File: src/rtl/fp_mul_issue.sv
// fp_mul_issue: credit-based issue/collect wrapper for a pipelined FP32 multiplier.
// Optional popped-status accumulator enabled by FP_MUL_ISSUE_STATUS_ACCUM_EN.
module fp_mul_issue #(
  parameter int DEPTH = 4,
  parameter int TAG_W = 8
) (
  input  logic             clk_i,
  input  logic             rst_ni,
  input  logic             req_valid_i,
  output logic             req_ready_o,
  input  logic [31:0]      req_a_i,
  input  logic [31:0]      req_b_i,
  output logic             fpu_in_valid_o,
  input  logic             fpu_in_ready_i,
  output logic [31:0]      fpu_op_a_o,
  output logic [31:0]      fpu_op_b_o,
  output logic [TAG_W-1:0] fpu_tag_o,
  input  logic             fpu_out_valid_i,
  output logic             fpu_out_ready_o,
  input  logic [31:0]      fpu_result_i,
  input  logic [4:0]       fpu_status_i,
  input  logic [TAG_W-1:0] fpu_tag_i,
  output logic             rsp_valid_o,
  input  logic             rsp_ready_i,
  output logic [31:0]      rsp_data_o,
  output logic [4:0]       rsp_status_o,
  output logic             tag_err_o
`ifdef FP_MUL_ISSUE_STATUS_ACCUM_EN
  ,
  input  logic             status_clr_i,
  output logic [4:0]       status_acc_o
`endif
);

  localparam int AW = $clog2(DEPTH);
  localparam int CW = AW + 1;
  localparam logic [CW:0] CAP = (CW+1)'(DEPTH);

  typedef struct packed {
    logic [31:0] data;
    logic [4:0]  status;
  } rsp_t;

  rsp_t             mem [DEPTH];
  logic [AW-1:0]    wptr, rptr;
  logic [CW-1:0]    count, inflight;
  logic [TAG_W-1:0] issue_seq, expect_seq;
  logic [CW:0]      used;
  logic             credit_ok;
  logic             iss, res, res_ok, pop, bad_tag;

  assign used      = {1'b0, inflight} + {1'b0, count};
  assign credit_ok = rst_ni & (used < CAP);

  assign fpu_in_valid_o  = req_valid_i & credit_ok;
  assign req_ready_o     = fpu_in_ready_i & credit_ok;
  assign fpu_op_a_o      = req_a_i;
  assign fpu_op_b_o      = req_b_i;
  assign fpu_tag_o       = issue_seq;
  assign fpu_out_ready_o = rst_ni;

  assign iss     = fpu_in_valid_o & fpu_in_ready_i;
  assign res     = fpu_out_valid_i & fpu_out_ready_o;
  // a result with nothing outstanding is dropped so counters never underflow
  assign res_ok  = res & (inflight != '0);
  assign bad_tag = res & ((inflight == '0) | (fpu_tag_i != expect_seq));

  assign rsp_valid_o  = (count != '0);
  assign pop          = rsp_valid_o & rsp_ready_i;
  assign rsp_data_o   = mem[rptr].data;
  assign rsp_status_o = mem[rptr].status;

  always_ff @(posedge clk_i) begin
    if (res_ok) mem[wptr] <= {fpu_result_i, fpu_status_i};
  end

  always_ff @(posedge clk_i or negedge rst_ni) begin
    if (!rst_ni) begin
      wptr       <= '0;
      rptr       <= '0;
      count      <= '0;
      inflight   <= '0;
      issue_seq  <= '0;
      expect_seq <= '0;
      tag_err_o  <= 1'b0;
    end else begin
      if (iss) issue_seq <= issue_seq + TAG_W'(1);
      if (res_ok) begin
        expect_seq <= expect_seq + TAG_W'(1);
        wptr       <= wptr + AW'(1);
      end
      if (pop) rptr <= rptr + AW'(1);
      if (bad_tag) tag_err_o <= 1'b1;
      unique case ({iss, res_ok})
        2'b10:   inflight <= inflight + CW'(1);
        2'b01:   inflight <= inflight - CW'(1);
        default: inflight <= inflight;
      endcase
      unique case ({res_ok, pop})
        2'b10:   count <= count + CW'(1);
        2'b01:   count <= count - CW'(1);
        default: count <= count;
      endcase
    end
  end

`ifdef FP_MUL_ISSUE_STATUS_ACCUM_EN
  always_ff @(posedge clk_i or negedge rst_ni) begin
    if (!rst_ni) begin
      status_acc_o <= '0;
    end else if (status_clr_i) begin
      status_acc_o <= pop ? rsp_status_o : 5'd0;
    end else if (pop) begin
      status_acc_o <= status_acc_o | rsp_status_o;
    end
  end
`endif

endmodule

File: config.mk
export PLATFORM = sky130hd
export DESIGN_NAME = fp_mul_issue
export DESIGN_NICKNAME = d
export VERILOG_FILES = /design/src/rtl/fp_mul_issue.sv
export SDC_FILE = /design/constraint.sdc
export NUM_CORES = 1
export LEC_CHECK = 0
export CORE_ASPECT_RATIO = 1.4
export CORE_MARGIN = 8
export CORE_UTILIZATION = 45
export CTS_BUF_LIST = sky130_fd_sc_hd__clkbuf_16
export DETAILED_ROUTE_END_ITERATION = 10
export PLACE_DENSITY = 0.78
export SYNTH_ARGS = -nofsm -noshare
export SYNTH_HDL_FRONTEND = slang
export SYNTH_SLANG_ARGS = --single-unit
export TNS_END_PERCENT = 5
File: constraint.sdc
create_clock -name clk_i -period 2.6 [get_ports clk_i]
set_input_delay 0.52 -clock clk_i [delete_from_list [all_inputs] [get_ports clk_i]]
set_output_delay 0.52 -clock clk_i [all_outputs]
set_load 0.005 [all_outputs]
==> metrics.md <==
| Metric | Value |
|---|---|
| Vias after detailed routing | `3464` |
| All-Layer GR Usage | `0.1349` |
| Flops & latches, synth | `175` |
| Final Hold Viols | `0` |
| Worst Setup End Kind | `primary output` |
| Synth Area in Adders | `0.02272` |
| Vias per cell | `5.248` |
| Most frequent cells in the layout | `148 x edfxtp_1, 62 x clkdlybuf4s50_1, 37 x mux4_2, 36 x dlygate4sd2_1, 23 x dfrtp_1` |
| Fin nets | `576` |
| Die Width | `123.4 um` |
| Synth Instances | `385` |
| PortBufs | `100` |
| Relative slew slack | `0.7399` |
| Die area | `20540 sq um` |
| Commonest non-fill, non-tap cell in the layout | `edfxtp_1` |
| Vias in the first global route | `3892` |
| Die Y | `166.4 um` |
| Mux cell area share after synthesis | `0.1205` |
| Combinational Power Share | `0.295` |
| Main combinational cell family by area after synthesis | `multiplexers` |
| Mapped Nets | `512` |
| Antenna viol nets, final | `0` |
| Reg-to-reg endpoint | `inflight[2]` |
| # clock sinks | `175` |
| Max_cap viols | `0` |
| XOR/XNOR share of the synthesized area | `0.03735` |
| Area grow syn2layout | `20.90%` |
| Post-CTS Hold Buffers | `0` |
| Post-detail-place hpwl | `8969 um` |
| Worst slew pin tran | `0.3901 ns` |
| Yosys cell types | `30` |
| Reg power frac | `0.428` |
| Sequential-to-total area share from yosys stat | `0.7043` |
| Internal power | `6.195 mW` |
| Synth Area in Simple Gates | `0.03270` |
| Avg WL per Cell | `20.28 um` |
| Share of cells above drive strength 1 | `0.2256` |
| Worst Setup Slack, final | `0.09414 ns` |
| Largest net degree at the start of global routing | `38` |
| Fmax | `399.1 MHz` |
| Yosys Warn Count | `0` |
| Clock-pin slew on the worst setup and hold paths | `0.07 ns` |
| Pleak | `3.158 nW` |
| CTS root buf | `clkbuf_16` |
| VDD IR max | `0.4629 mV` |
| Row count | `55` |
| Global placement routability congestion | `0.7692` |
| RR Startpoint | `count[2]` |
| Io pins | `229` |
| Grt ovf | `0` |
| Htree depth | `4` |
| Routed wire length | `13380 um` |
| Synth Cell Area | `7269 sq um` |
| Core region area | `15970 sq um` |
| TritonCTS buffer count | `17` |
| Setup_tns | `0 ns` |
| Drt first pass iters | `4` |
| Fraction of the cycle the final worst path needs | `0.9638` |
| Setup CP Type | `reg -> out` |
| Crit start category | `flop` |
| CTS tree | `built` |
| Hold crit path type | `in -> async` |
| Average size of a mapped cell | `18.88 sq um` |
| Worst Skew | `0.005370 ns` |
| RSZ-0062 raised after global routing | `false` |
| Outcome | `completed` |
| Minimum clock period | `2.506 ns` |
| Initial antenna violation count | `0` |
| Post-route DRC violation count | `0` |
| Starting Density | `0.4553` |
| Antenna Cells | `0` |
| Max FO, Critical Path | `26` |
| Cell area power density | `981.7 nW/um^2` |
| Arrival time at the worst endpoint | `1.99 ns` |
| R2r worst-path depth | `10` |
| Dpl ws | `-0.003551 ns` |
| # setup viols final | `0` |
| Global-route wire length before repair | `20960 um` |
| DR iter-0 viols | `261` |
| Final Slew Violations | `0` |
| Total power | `8.628 mW` |
| Switching power | `2.433 mW` |
| Clk pwr share | `0.277` |
| CTS max path bufs | `2` |
| R2R setup slack | `0.43 ns` |
| Switching Share | `0.2820` |
| Synth Area in Compound Gates | `0.003959` |
| Clk_lat worst skew | `0.41 ns` |
| Critical Path RT | `2.08 ns` |
==> layout make-up <==
| class | count | area (sq um) |
|---|---|---|
| clock buffers | 17 | 425.4 |
| clock inverters | 14 | 150.1 |
| fillers | 1235 | 7177 |
| inverters | 10 | 37.54 |
| multi-input cells | 126 | 1607 |
| flip-flops and latches | 175 | 5125 |
| well taps | 199 | 249.0 |
| repair buffers | 119 | 1195 |
==> worst max-delay path, stage by stage (launching register included) <==
cell and delay [ns]:
dfrtp_2 0.36, buf_4 0.35, mux4_2 0.36, clkdlybuf4s50_1 0.51
==> routing by layer <==
metal,part of all wire,vias up,GRT usage
li1,-,1527,-
met1,0.37,1755,0.1463
met2,0.51,122,0.2297
met3,0.075,60,0.03845
met4,0.041,0,0.07304
met5,0,-,0
==> worst max path at each step <==
stage	startpoint	endpoint	slack (ns)
2_1_floorplan	rst_ni	mem[0][0]	0.30
3_3_place_gp	rst_ni	fpu_in_valid_o	0.04
3_5_place_dp	rst_ni	fpu_in_valid_o	-0.004
4_1_cts	rptr[0]	rsp_data_o[30]	-0.03
5_1_grt	rptr[1]	rsp_status_o[1]	0.01
6_report	rptr[1]	rsp_status_o[1]	0.09
==> sequential cells by signal, indices dropped and copies added, names as in the netlist <==
signal / count
rptr: 2
tag_err_o: 1
count: 3
expect_seq: 8
wptr: 2
mem: 148
fpu_tag_o: 8
inflight: 3
==> through the flow <==
stage	hold slack, ns	instance area, sq um	instances	utilization
after floorplan	0.2244	7269	385	-
after CTS	0.4823	8758	658	0.5486
after detailed placement	0.4724	8202	626	0.5137
final	0.4751	8788	660	0.5505
after global routing	0.4888	8788	660	0.5505
after global placement	0.4741	8202	626	0.5137
==> cell families after synthesis <==
kind of cell	count (synthesis)
AO/OA/AOI/OAI	4
XOR/XNOR	31
adder cells (fa/ha/maj)	12
buffers and inverters	84
flip-flops	175
multiplexers	41
AND/OR/NAND/NOR	38
==> cells in the mapped netlist (all sizes together) <==
cell type,n,share of area
edfxtp,148,0.61
buf,72,0.072
mux4,37,0.11
dfrtp,27,0.093
xor2,19,0.023
xnor2,12,0.014
ha,10,0.017
inv,10,0.0052
nand2,7,0.0036
nor2,6,0.0031
and2,5,0.0043
and3,4,0.0038
nand3,4,0.0028
nand4,4,0.0055
nor3,3,0.0021
nor4,3,0.0034
clkbuf,2,0.0010
fa,2,0.0055
mux2,2,0.0031
mux2i,2,0.0028
a21oi,1,0.00069
a41oi,1,0.0012
nor4b,1,0.0033
o21ai,1,0.00069
o311a,1,0.0014
or3,1,0.00086
==> power by group through the flow <==
| stage | Clock, mW | Sequential, mW | Combinational, mW |
|---|---|---|---|
| floorplan | 0 | 3.66 | 1.55 |
| global placement | 0 | 3.73 | 2.73 |
| detailed placement | 0 | 3.75 | 2.80 |
| CTS | 2.46 | 3.69 | 2.60 |
| global route | 2.56 | 3.74 | 2.78 |
| finish | 2.39 | 3.69 | 2.54 |
==> repair_timing <==
item | in CTS | in global routing
setup buffers | 1 | 2
resized for setup | 39 | 6
pin swaps | 2 | 2
cloned | 0 | 0
endpoints found under the setup margin | 37 | 2
No activity file was read; power rests on OpenSTA's default activity.
